File: src/rtl/axis_accel_pkg.sv
// Shared types and constants for the AXI-Stream frame accelerator bridge.
// Holds the FSM state encodings, default widths and a constant-safe clog2.
package axis_accel_pkg;

  localparam int DEF_DATA_WIDTH    = 32;
  localparam int DEF_NUM_IN_WORDS  = 32;
  localparam int DEF_NUM_OUT_WORDS = 1;
  localparam int DEF_CNT_WIDTH     = 16;

  typedef enum logic [2:0] {
    ST_LOAD  = 3'd0,
    ST_DRAIN = 3'd1,
    ST_START = 3'd2,
    ST_WAIT  = 3'd3,
    ST_SEND  = 3'd4
  } bridge_state_e;

  typedef enum logic {
    SER_IDLE = 1'b0,
    SER_SEND = 1'b1
  } ser_state_e;

  // Returns ceil(log2(value)); usable in parameter context.
  function automatic int clog2(input int value);
    int r;
    r = 0;
    for (int i = 0; i < 31; i++) begin
      if ((1 << i) < value) r = i + 1;
    end
    return r;
  endfunction

endpackage

File: src/rtl/axis_frame_accel_bridge_if.sv
// Stream handshake bundle. A beat transfers on a cycle where valid && ready;
// the master holds data/last stable while valid is high and ready is low.
interface axis_frame_accel_bridge_if #(
  parameter int DATA_WIDTH = 32
);

  logic [DATA_WIDTH-1:0] data;
  logic                  valid;
  logic                  ready;
  logic                  last;

  modport master (output data, output valid, output last, input ready);
  modport slave  (input data, input valid, input last, output ready);

endinterface

File: src/rtl/axis_out_serializer.sv
// Captures the core result and emits it word by word on the output stream,
// pulsing done_o on the handshake of the final word.
module axis_out_serializer
  import axis_accel_pkg::*;
#(
  parameter int DATA_WIDTH    = DEF_DATA_WIDTH,
  parameter int NUM_OUT_WORDS = DEF_NUM_OUT_WORDS
) (
  input  logic                                clk_i,
  input  logic                                rst_ni,
  input  logic                                load_i,
  input  logic [NUM_OUT_WORDS*DATA_WIDTH-1:0] result_i,
  axis_frame_accel_bridge_if.master           m_axis,
  output logic                                done_o
);

  localparam int RP_W = (NUM_OUT_WORDS > 1) ? clog2(NUM_OUT_WORDS) : 1;

  ser_state_e                          state_q, state_d;
  logic [NUM_OUT_WORDS*DATA_WIDTH-1:0] res_q, res_d;
  logic [RP_W-1:0]                     rp_q, rp_d;
  logic                                last_word;

  assign last_word = (rp_q == RP_W'(NUM_OUT_WORDS - 1));

  assign m_axis.valid = (state_q == SER_SEND);
  assign m_axis.last  = (state_q == SER_SEND) && last_word;
  assign m_axis.data  = res_q[int'(rp_q)*DATA_WIDTH +: DATA_WIDTH];

  always_ff @(posedge clk_i or negedge rst_ni) begin
    if (!rst_ni) begin
      state_q <= SER_IDLE;
      res_q   <= '0;
      rp_q    <= '0;
    end else begin
      state_q <= state_d;
      res_q   <= res_d;
      rp_q    <= rp_d;
    end
  end

  always_comb begin
    state_d = state_q;
    res_d   = res_q;
    rp_d    = rp_q;
    done_o  = 1'b0;
    case (state_q)
      SER_IDLE: begin
        if (load_i) begin
          res_d   = result_i;
          rp_d    = '0;
          state_d = SER_SEND;
        end
      end
      SER_SEND: begin
        if (m_axis.ready) begin
          if (last_word) begin
            done_o  = 1'b1;
            rp_d    = '0;
            state_d = SER_IDLE;
          end else begin
            rp_d = rp_q + 1'b1;
          end
        end
      end
      default: state_d = SER_IDLE;
    endcase
  end

endmodule

File: src/rtl/axis_frame_accel_bridge.sv
// Collects a fixed-length input frame from AXI-Stream, hands it to a compute
// core with a start pulse, and streams the core's result back out.
module axis_frame_accel_bridge
  import axis_accel_pkg::*;
#(
  parameter int DATA_WIDTH    = DEF_DATA_WIDTH,
  parameter int NUM_IN_WORDS  = DEF_NUM_IN_WORDS,
  parameter int NUM_OUT_WORDS = DEF_NUM_OUT_WORDS,
  parameter int CNT_WIDTH     = DEF_CNT_WIDTH
) (
  input  logic                                axi_clk,
  input  logic                                axi_reset_n,
  input  logic [DATA_WIDTH-1:0]               s_axis_data,
  input  logic                                s_axis_valid,
  output logic                                s_axis_ready,
  input  logic                                s_axis_last,
  output logic [DATA_WIDTH-1:0]               m_axis_data,
  output logic                                m_axis_valid,
  input  logic                                m_axis_ready,
  output logic                                m_axis_last,
  output logic [NUM_IN_WORDS*DATA_WIDTH-1:0]  core_img,
  output logic                                core_start,
  input  logic                                core_done,
  input  logic [NUM_OUT_WORDS*DATA_WIDTH-1:0] core_result,
  output logic [CNT_WIDTH-1:0]                frame_count,
  output logic                                err_short,
  output logic                                err_long,
  output logic                                busy
);

  localparam int WP_W = clog2(NUM_IN_WORDS);

  bridge_state_e         state_q, state_d;
  logic [WP_W-1:0]       wp_q, wp_d;
  logic [NUM_IN_WORDS-1:0] mask_q, mask_d;
  logic [CNT_WIDTH-1:0]  cnt_q, cnt_d;
  logic                  err_short_q, err_short_d;
  logic                  err_long_q, err_long_d;
  logic [DATA_WIDTH-1:0] frame_q [NUM_IN_WORDS];

  logic in_hs;
  logic at_end;
  logic wr_en;
  logic ser_load;
  logic ser_done;

  assign s_axis_ready = (state_q == ST_LOAD) || (state_q == ST_DRAIN);
  assign in_hs        = s_axis_valid && s_axis_ready;
  assign at_end       = (wp_q == WP_W'(NUM_IN_WORDS - 1));
  assign busy         = (state_q != ST_LOAD);
  assign frame_count  = cnt_q;
  assign err_short    = err_short_q;
  assign err_long     = err_long_q;

  // Unwritten slots read as zero, so stale data from a previous frame never leaks.
  for (genvar j = 0; j < NUM_IN_WORDS; j++) begin : g_img
    assign core_img[j*DATA_WIDTH +: DATA_WIDTH] = mask_q[j] ? frame_q[j] : '0;
  end

  always_ff @(posedge axi_clk) begin
    if (wr_en) frame_q[wp_q] <= s_axis_data;
  end

  always_ff @(posedge axi_clk or negedge axi_reset_n) begin
    if (!axi_reset_n) begin
      state_q     <= ST_LOAD;
      wp_q        <= '0;
      mask_q      <= '0;
      cnt_q       <= '0;
      err_short_q <= 1'b0;
      err_long_q  <= 1'b0;
    end else begin
      state_q     <= state_d;
      wp_q        <= wp_d;
      mask_q      <= mask_d;
      cnt_q       <= cnt_d;
      err_short_q <= err_short_d;
      err_long_q  <= err_long_d;
    end
  end

  always_comb begin
    state_d     = state_q;
    wp_d        = wp_q;
    mask_d      = mask_q;
    cnt_d       = cnt_q;
    err_short_d = err_short_q;
    err_long_d  = err_long_q;
    wr_en       = 1'b0;
    ser_load    = 1'b0;
    core_start  = 1'b0;
    case (state_q)
      ST_LOAD: begin
        if (in_hs) begin
          wr_en        = 1'b1;
          mask_d[wp_q] = 1'b1;
          if (at_end) begin
            // A full buffer without last means the sender overran; drop the rest.
            state_d    = s_axis_last ? ST_START : ST_DRAIN;
            err_long_d = err_long_q | !s_axis_last;
          end else if (s_axis_last) begin
            err_short_d = 1'b1;
            state_d     = ST_START;
          end else begin
            wp_d = wp_q + 1'b1;
          end
        end
      end
      ST_DRAIN: begin
        if (in_hs && s_axis_last) state_d = ST_START;
      end
      ST_START: begin
        core_start = 1'b1;
        state_d    = ST_WAIT;
      end
      ST_WAIT: begin
        if (core_done) begin
          ser_load = 1'b1;
          state_d  = ST_SEND;
        end
      end
      ST_SEND: begin
        if (ser_done) begin
          cnt_d   = cnt_q + 1'b1;
          mask_d  = '0;
          wp_d    = '0;
          state_d = ST_LOAD;
        end
      end
      default: state_d = ST_LOAD;
    endcase
  end

  axis_frame_accel_bridge_if #(.DATA_WIDTH(DATA_WIDTH)) out_if ();

  assign out_if.ready = m_axis_ready;
  assign m_axis_data  = out_if.data;
  assign m_axis_valid = out_if.valid;
  assign m_axis_last  = out_if.last;

  axis_out_serializer #(
    .DATA_WIDTH    (DATA_WIDTH),
    .NUM_OUT_WORDS (NUM_OUT_WORDS)
  ) u_out_serializer (
    .clk_i    (axi_clk),
    .rst_ni   (axi_reset_n),
    .load_i   (ser_load),
    .result_i (core_result),
    .m_axis   (out_if.master),
    .done_o   (ser_done)
  );

endmodule

File: config.mk
export PLATFORM = sky130hd
export DESIGN_NAME = axis_frame_accel_bridge
export DESIGN_NICKNAME = d
export VERILOG_FILES = /design/src/rtl/axis_accel_pkg.sv /design/src/rtl/axis_frame_accel_bridge_if.sv /design/src/rtl/axis_out_serializer.sv /design/src/rtl/axis_frame_accel_bridge.sv
export SDC_FILE = /design/constraint.sdc
export NUM_CORES = 1
export LEC_CHECK = 0
export CORE_AREA = 2 2 443 445
export DETAILED_ROUTE_END_ITERATION = 12
export DIE_AREA = 0 0 445 447
export GPL_ROUTABILITY_DRIVEN = 0
export PLACE_DENSITY = 0.45
export SLEW_MARGIN = 40
export SYNTH_ARGS = -nofsm -noshare
export SYNTH_HDL_FRONTEND = slang
export SYNTH_SLANG_ARGS = --single-unit
File: constraint.sdc
create_clock -name axi_clk -period 8.1 [get_ports axi_clk]
set_input_delay 0.81 -clock axi_clk [delete_from_list [all_inputs] [get_ports axi_clk]]
set_output_delay 0.81 -clock axi_clk [all_outputs]
set_load 0.01 [all_outputs]
==> impl_metrics.py <==
metrics = {
    "outcome": {
        "status": "finished clean",
    },
    "critical_path": {
        "critPathLaunchType": "flop",
        "reg2reg_slack_ns": 4.71,
        "cp_max_fo": 33,
        "r2r-start": "state_q[2]",
        "end_kind": "primary output",
        "crit_type": "flop to primary output",
        "r2r_end": "frame_q[4][12]",
        "reg2regPathDepth": 5,
        "arrival_ns": 2.66,
        "cp.required_ns": 7.29,
    },
    "timing": {
        "worstMarginPinSlew_ns": 0.927,
        "finalCriticalPeriod_ns": 3.47,
        "skew_ns": 0.0280,
        "finalHoldViolations": 0,
        "rsz0062_at_grt": "no",
        "clock.fmax_mhz": 289,
        "final_max_slew_viol_count": 0,
        "fin_tns_setup_ns": 0,
        "slew-limit-headroom_pct": 38.2,
        "period_share_pct": 42.8,
        "finalSetupViolCount": 0,
    },
    "clock_tree": {
        "cts.sink_count": 1115,
        "cts_tree": "done",
        "h-tree-depth": 4,
        "numCtsBuffers": 134,
        "cts_resized": 0,
        "root_buffer": "clkbuf_16",
        "post-cts-setup-buffers": 0,
        "path_clk_slew_ns": 0.05,
        "clk_path_buf_depth": 3,
        "clk_latency_ns": 0.81,
    },
    "routing": {
        "avgRoutedWirePerCell_um": 28.9,
        "drt-pass1-iter-count": 5,
        "drtIter0Drc": 2309,
        "drt-total-wl_um": 186000,
        "vias_per_cell": 4.07,
        "num_vias": 26200,
        "antenna_left": 0,
        "drc": 0,
    },
    "placement": {
        "hpwl_um": 120000,
        "port_buffers": 1148,
        "placedCellCount": 6156,
    },
    "min_path": {
        "min_from": "err_long",
        "hold_path.class": "flop to flop",
        "hold_path_depth": 1,
        "min_to": "err_long",
    },
    "pwr": {
        "clkPwrFrac_pct": 39.5,
        "sequentialPowerShare_pct": 45.0,
        "p_leak_nw": 20.7,
        "combPwrFrac_pct": 15.6,
        "swShare_pct": 26.8,
        "p_int_mw": 10.9,
        "switching_power_mw": 3.99,
        "power_density_nw_per_um2": 243,
        "vdd_ir_drop_max_uv": 190,
    },
    "die": {
        "die_height_um": 447,
        "start_util_pct": 21.4,
        "die-area_um2": 199000,
        "die_x_um": 445,
        "io_pins": 1149,
        "fp-row-count": 162,
        "coreArea_um2": 194000,
    },
    "global_route": {
        "grt_max_degree": 47,
        "antenna_found_initial": 39,
        "gr-total-overflow": 0,
        "grt_pass1_vias": 25600,
        "track_usage_pct": 18.1,
        "grt_pass1_wl_um": 240000,
    },
    "synth": {
        "syn-cell-area_um2": 41500,
        "ys_seq_area_share_pct": 79.7,
        "yosys_warnings": 0,
        "syn_inst": 2494,
        "ys_ff_latch": 1115,
        "synth_area_per_cell_um2": 16.6,
        "yosysUniqueCellTypes": 42,
        "syn-num-nets": 2570,
    },
    "layout": {
        "drive_above_1_share_pct": 10.1,
        "final_nets": 3828,
        "area_growth_pct": 48.0,
        "final_cell_count_no_fill": 6428,
    },
    "job": {
        "maxCapViolations": 0,
    },
}
==> logic make-up after synthesis <==
logic type                 count (synthesis)  share of synthesized area [%]
buffers and inverters                    115                           1.12
DFF                                     1115                           79.7
muxes                                     35                          0.945
xor gates and xnor gates                  15                          0.317
AOI/OAI and AO/OA                         50                          0.745
and+or+nand+nor                         1158                           17.0
adders and majority gates                  6                          0.181
==> layout by cell type (no fill, tap or decap), types with 7 or more instances in the layout <==
master,n
buf_4,31
nand2_1,43
clkinv_1,37
buf_2,27
buf_8,13
buf_16,19
clkdlybuf4s50_1,1115
diode_2,29
a21o_1,13
nor2_1,7
edfxtp_1,1024
mux2_2,32
and2_1,1027
clkbuf_16,138
dfrtp_1,69
nand3_1,13
nor2_4,30
clkbuf_1,28
xnor2_1,10
dfrtp_2,22
o21ai_0,25
buf_6,24
clkinv_2,13
==> power groups by stage <==
stage | Sequential (mW) | Clock (mW) | Combinational [mW]
finish | 6.70 | 5.89 | 2.32
global route | 6.74 | 6.24 | 2.45
CTS | 6.71 | 6.06 | 2.39
detailed placement | 6.83 | 0 | 2.38
global placement | 6.82 | 0 | 2.35
floorplan | 6.75 | 0 | 0.799
==> sequential cells by signal, summed over array words and instances (netlist names) <==
name and flops:
wp_q 5, err_long 1, frame_q 1024, mask_q 32, u_out_serializer.m_axis.valid 1, u_out_serializer.res_q 32
err_short 1, state_q 3, frame_count 16
==> through the flow <==
| stage | instance area [um^2] | hold slack (ns) | setup slack (ns) | power (mW) | utilization, % |
|---|---|---|---|---|---|
| 2_1_floorplan | 41500 | 0.493 | 4.08 | 7.55 | - |
| 3_3_place_gp | 56200 | 0.467 | 3.85 | 9.17 | 28.9 |
| 3_5_place_dp | 57000 | 0.456 | 4.04 | 9.21 | 29.4 |
| 4_1_cts | 61300 | 0.427 | 4.42 | 15.2 | 31.5 |
| 5_1_grt | 61300 | 0.442 | 4.45 | 15.4 | 31.6 |
| 6_report | 61400 | 0.466 | 4.63 | 14.9 | 31.6 |
==> worst max-delay path: stages (launching register included) <==
cell             delay, ns
dfrtp_2               0.72
and2_1                0.52
clkdlybuf4s50_1       0.63
==> final cells by class <==
class	count	area, um^2
repair buffers	1233	12600
flip-flops and latches	1115	33100
multi-input cells	1264	8230
clock buffers	168	3570
well taps	2542	3180
fillers	19300	133000
clock inverters	73	641
diodes	29	72.6
inverters	4	15.0
==> synthesized netlist by cell type (all sizes together) <==
| cell | n | share of area (%) |
|---|---|---|
| a31o | 1 | 0.021 |
| nor4 | 1 | 0.030 |
| buf | 12 | 0.18 |
| edfxtp | 1024 | 74 |
| and4 | 2 | 0.042 |
| nor2b | 2 | 0.030 |
| nand4 | 3 | 0.045 |
| mux2 | 33 | 0.90 |
| xnor2 | 10 | 0.21 |
| nand3b | 2 | 0.036 |
| or2 | 2 | 0.030 |
| and2 | 1027 | 15 |
| nand2b | 6 | 0.091 |
| nor2 | 39 | 0.37 |
| ha | 6 | 0.18 |
| xor2 | 5 | 0.11 |
| dfrtp | 91 | 5.5 |
| nand2 | 44 | 0.40 |
| nand3 | 14 | 0.17 |
| mux2i | 2 | 0.048 |
| o211ai | 1 | 0.018 |
| o221ai | 1 | 0.021 |
| or3 | 2 | 0.030 |
| a21oi | 3 | 0.036 |
| nor3b | 2 | 0.048 |
| inv | 4 | 0.036 |
| clkbuf | 99 | 0.90 |
| a32oi | 1 | 0.021 |
| o21ai | 25 | 0.30 |
| nor3 | 3 | 0.036 |
| nand4bb | 1 | 0.027 |
| o21a | 2 | 0.036 |
| o31ai | 3 | 0.054 |
| nor4b | 1 | 0.057 |
| a21o | 13 | 0.24 |
| and3 | 6 | 0.091 |
| or3b | 1 | 0.021 |
==> repair_timing <==
item / 4_1_cts / 5_1_grt
hold buffers: 1 / 0
endpoints found under the hold margin: 45 / 0
setup endpoints to repair: 0 / 0
==> layer usage <==
| layer | vias to the layer above | global-route usage [%] | part of all wire, % |
|---|---|---|---|
| met5 | - | 0 | 0.0070 |
| met4 | 2 | 5.07 | 2.4 |
| met3 | 201 | 4.92 | 7.6 |
| met2 | 1180 | 32.9 | 53 |
| met1 | 13500 | 20.7 | 37 |
| li1 | 11300 | - | - |
==> how the worst max path moves through the flow <==
| stage | slack (ns) | start | endpoint |
|---|---|---|---|
| finish | 4.63 | mask_q[29] | core_img[956] |
| global route | 4.45 | mask_q[13] | core_img[447] |
| CTS | 4.42 | mask_q[17] | core_img[567] |
| detailed placement | 4.04 | s_axis_valid | frame_q[4][12] |
| global placement | 3.85 | s_axis_valid | frame_q[8][16] |
| floorplan | 4.08 | s_axis_valid | frame_q[7][0] |
(Power assumes the default switching activity.)
==> edit, RTL diff (same flow settings) <==
Take the reset off `res_q` and load it in a clocked block of its own.
--- a/src/rtl/axis_out_serializer.sv
+++ b/src/rtl/axis_out_serializer.sv
@@ -31,11 +31,13 @@
     if (!rst_ni) begin
       state_q <= SER_IDLE;
-      res_q   <= '0;
       rp_q    <= '0;
     end else begin
       state_q <= state_d;
-      res_q   <= res_d;
       rp_q    <= rp_d;
     end
+  end
+
+  always_ff @(posedge clk_i) begin
+    res_q <= res_d;
   end
 
Function: not settled (the Yosys comparison gave no result); the edit may change what the design does.
==> edit against the unedited design <==
  * Sequential share of layout area rose by 0.26 points
  * Sequential cell count did not move
  * Final area barely moved
  * Critical path depth did not move
  * Wire length fell by 1.8%
  * Worst setup slack improved by 0.12 ns
  * Total power rose by 3.4%
  * Synthesized area fell by 0.51%
  * Die area did not move
==> edit: results (changes against the unedited design) <==
### Global route
- 0.177 — GRT Total Usage, -0.00398
- 234 mm — wire length of the first global-routing pass, -2.5%
- 25100 — number of global-route vias before repair, -2.1%
- 55 — largest net degree at the start of global routing, +17%

### Critical path
- 0.78 ns — worst stage delay on the critical path, +0.06 ns
- 2.53 ns — data arrival time at the worst-slack endpoint, -0.13 ns
- 5 — count of cells along the worst register-to-register path, unchanged
- 4.85 ns — reg-to-reg slack, setup, +0.14 ns

### Synth
- 0.0529 — ys async rst share, -0.0287
- sky130_fd_sc_hd__edfxtp_1, sky130_fd_sc_hd__and2_1, sky130_fd_sc_hd__dfrtp_1 — dominant cells by area after synthesis
- 2539 — net count after synthesis, -1.2%
- 41 — count of cell types in the netlist, -2.4%
- 2463 — post-synthesis instance total, -1.2%
- 0.805 — post-synthesis sequential area ratio, +0.00799

### Timing
- 0.0260 ns — clock tree skew after final layout, -0.00202 ns
- 0.846 ns — Worst Max-Slew Pin Slew, -0.0814 ns

### Pwr
- 20.5 nW — P_leak, -0.92%
- 139 uV — largest vdd supply drop, -27%
- 4.23 mW — Net Sw Power, +6.0%

### Route
- 25900 — vias after detailed routing, -1.1%
- 28.6 um — average wire length per cell after detail routing, -1.3%

### Run status
- completed — outcome

### Place
- 117 mm — detailed-placement wirelength estimate, -3.1%
- 56900 sq um — DP Area, -0.15%

### Layout
- 19200 — fillcell total, -0.44%
- 0.0957 — layout cell share with drive strength beyond 1, -0.00545
- 3797 — Final nets, -0.81%

### Clock network
- 135 — TritonCTS buffer count, +0.75%

edit: path summary, 6_finish.rpt:
kind	from	endpoint
min in group axi_clk	frame_count[15]	frame_count[15]
max in group asynchronous	axi_reset_n	mask_q[17]
setup / recovery	mask_q[30]	core_img[978]
hold / removal	axi_reset_n	mask_q[0]
setup reg to reg	state_q[2]	frame_q[20][31]
hold reg to reg	frame_count[15]	frame_count[15]
edit: metrics by stage:
stage | std cells | hold WS [ns] | worst slack, ns
finish | 6393 | 0.453 | 4.76
global placement | 6084 | 0.473 | 3.91
floorplan | 2463 | 0.493 | 4.08
global route | 6372 | 0.402 | 4.57
detailed placement | 6125 | 0.463 | 4.06
CTS | 6368 | 0.363 | 4.41
edit: kinds of logic after synthesis:
logic type | count (synthesis) | synth area share
AOI/OAI and AO/OA | 48 | 0.00719
xor gates and xnor gates | 15 | 0.00318
and+or+nand+nor | 1166 | 0.172
DFF | 1115 | 0.805
adders and majority gates | 6 | 0.00182
buffers and inverters | 110 | 0.0103
muxes | 3 | 0.000758
edit: final cells by class:
cell class,instances,area [sq um],area share
antenna,25,62.6,0.00102
timing repair buffer,1228,12700,0.206
tap,2542,3180,0.0518
clock buffer,179,3690,0.0601
sequential,1115,33200,0.541
clock inverter,63,649,0.0106
multi-input combinational,1238,7900,0.129
inverter,3,11.3,0.000183
edit: power groups by stage:
stage	Sequential, mW	Clock, mW	Combinational (mW)
after floorplan	6.69	0	0.969
after global placement	6.88	0	2.72
after detailed placement	6.89	0	2.74
after CTS	6.77	6.17	2.75
after global routing	6.81	6.36	2.82
final	6.76	5.98	2.67
edit: routing by layer:
metal  GRT usage  share of wire  vias to the layer above
met5           0              0                        -
met2       0.314           0.52                     1278
met3      0.0468          0.078                      251
met4      0.0591          0.031                        0
li1            -              -                    11200
met1       0.207           0.37                    13200
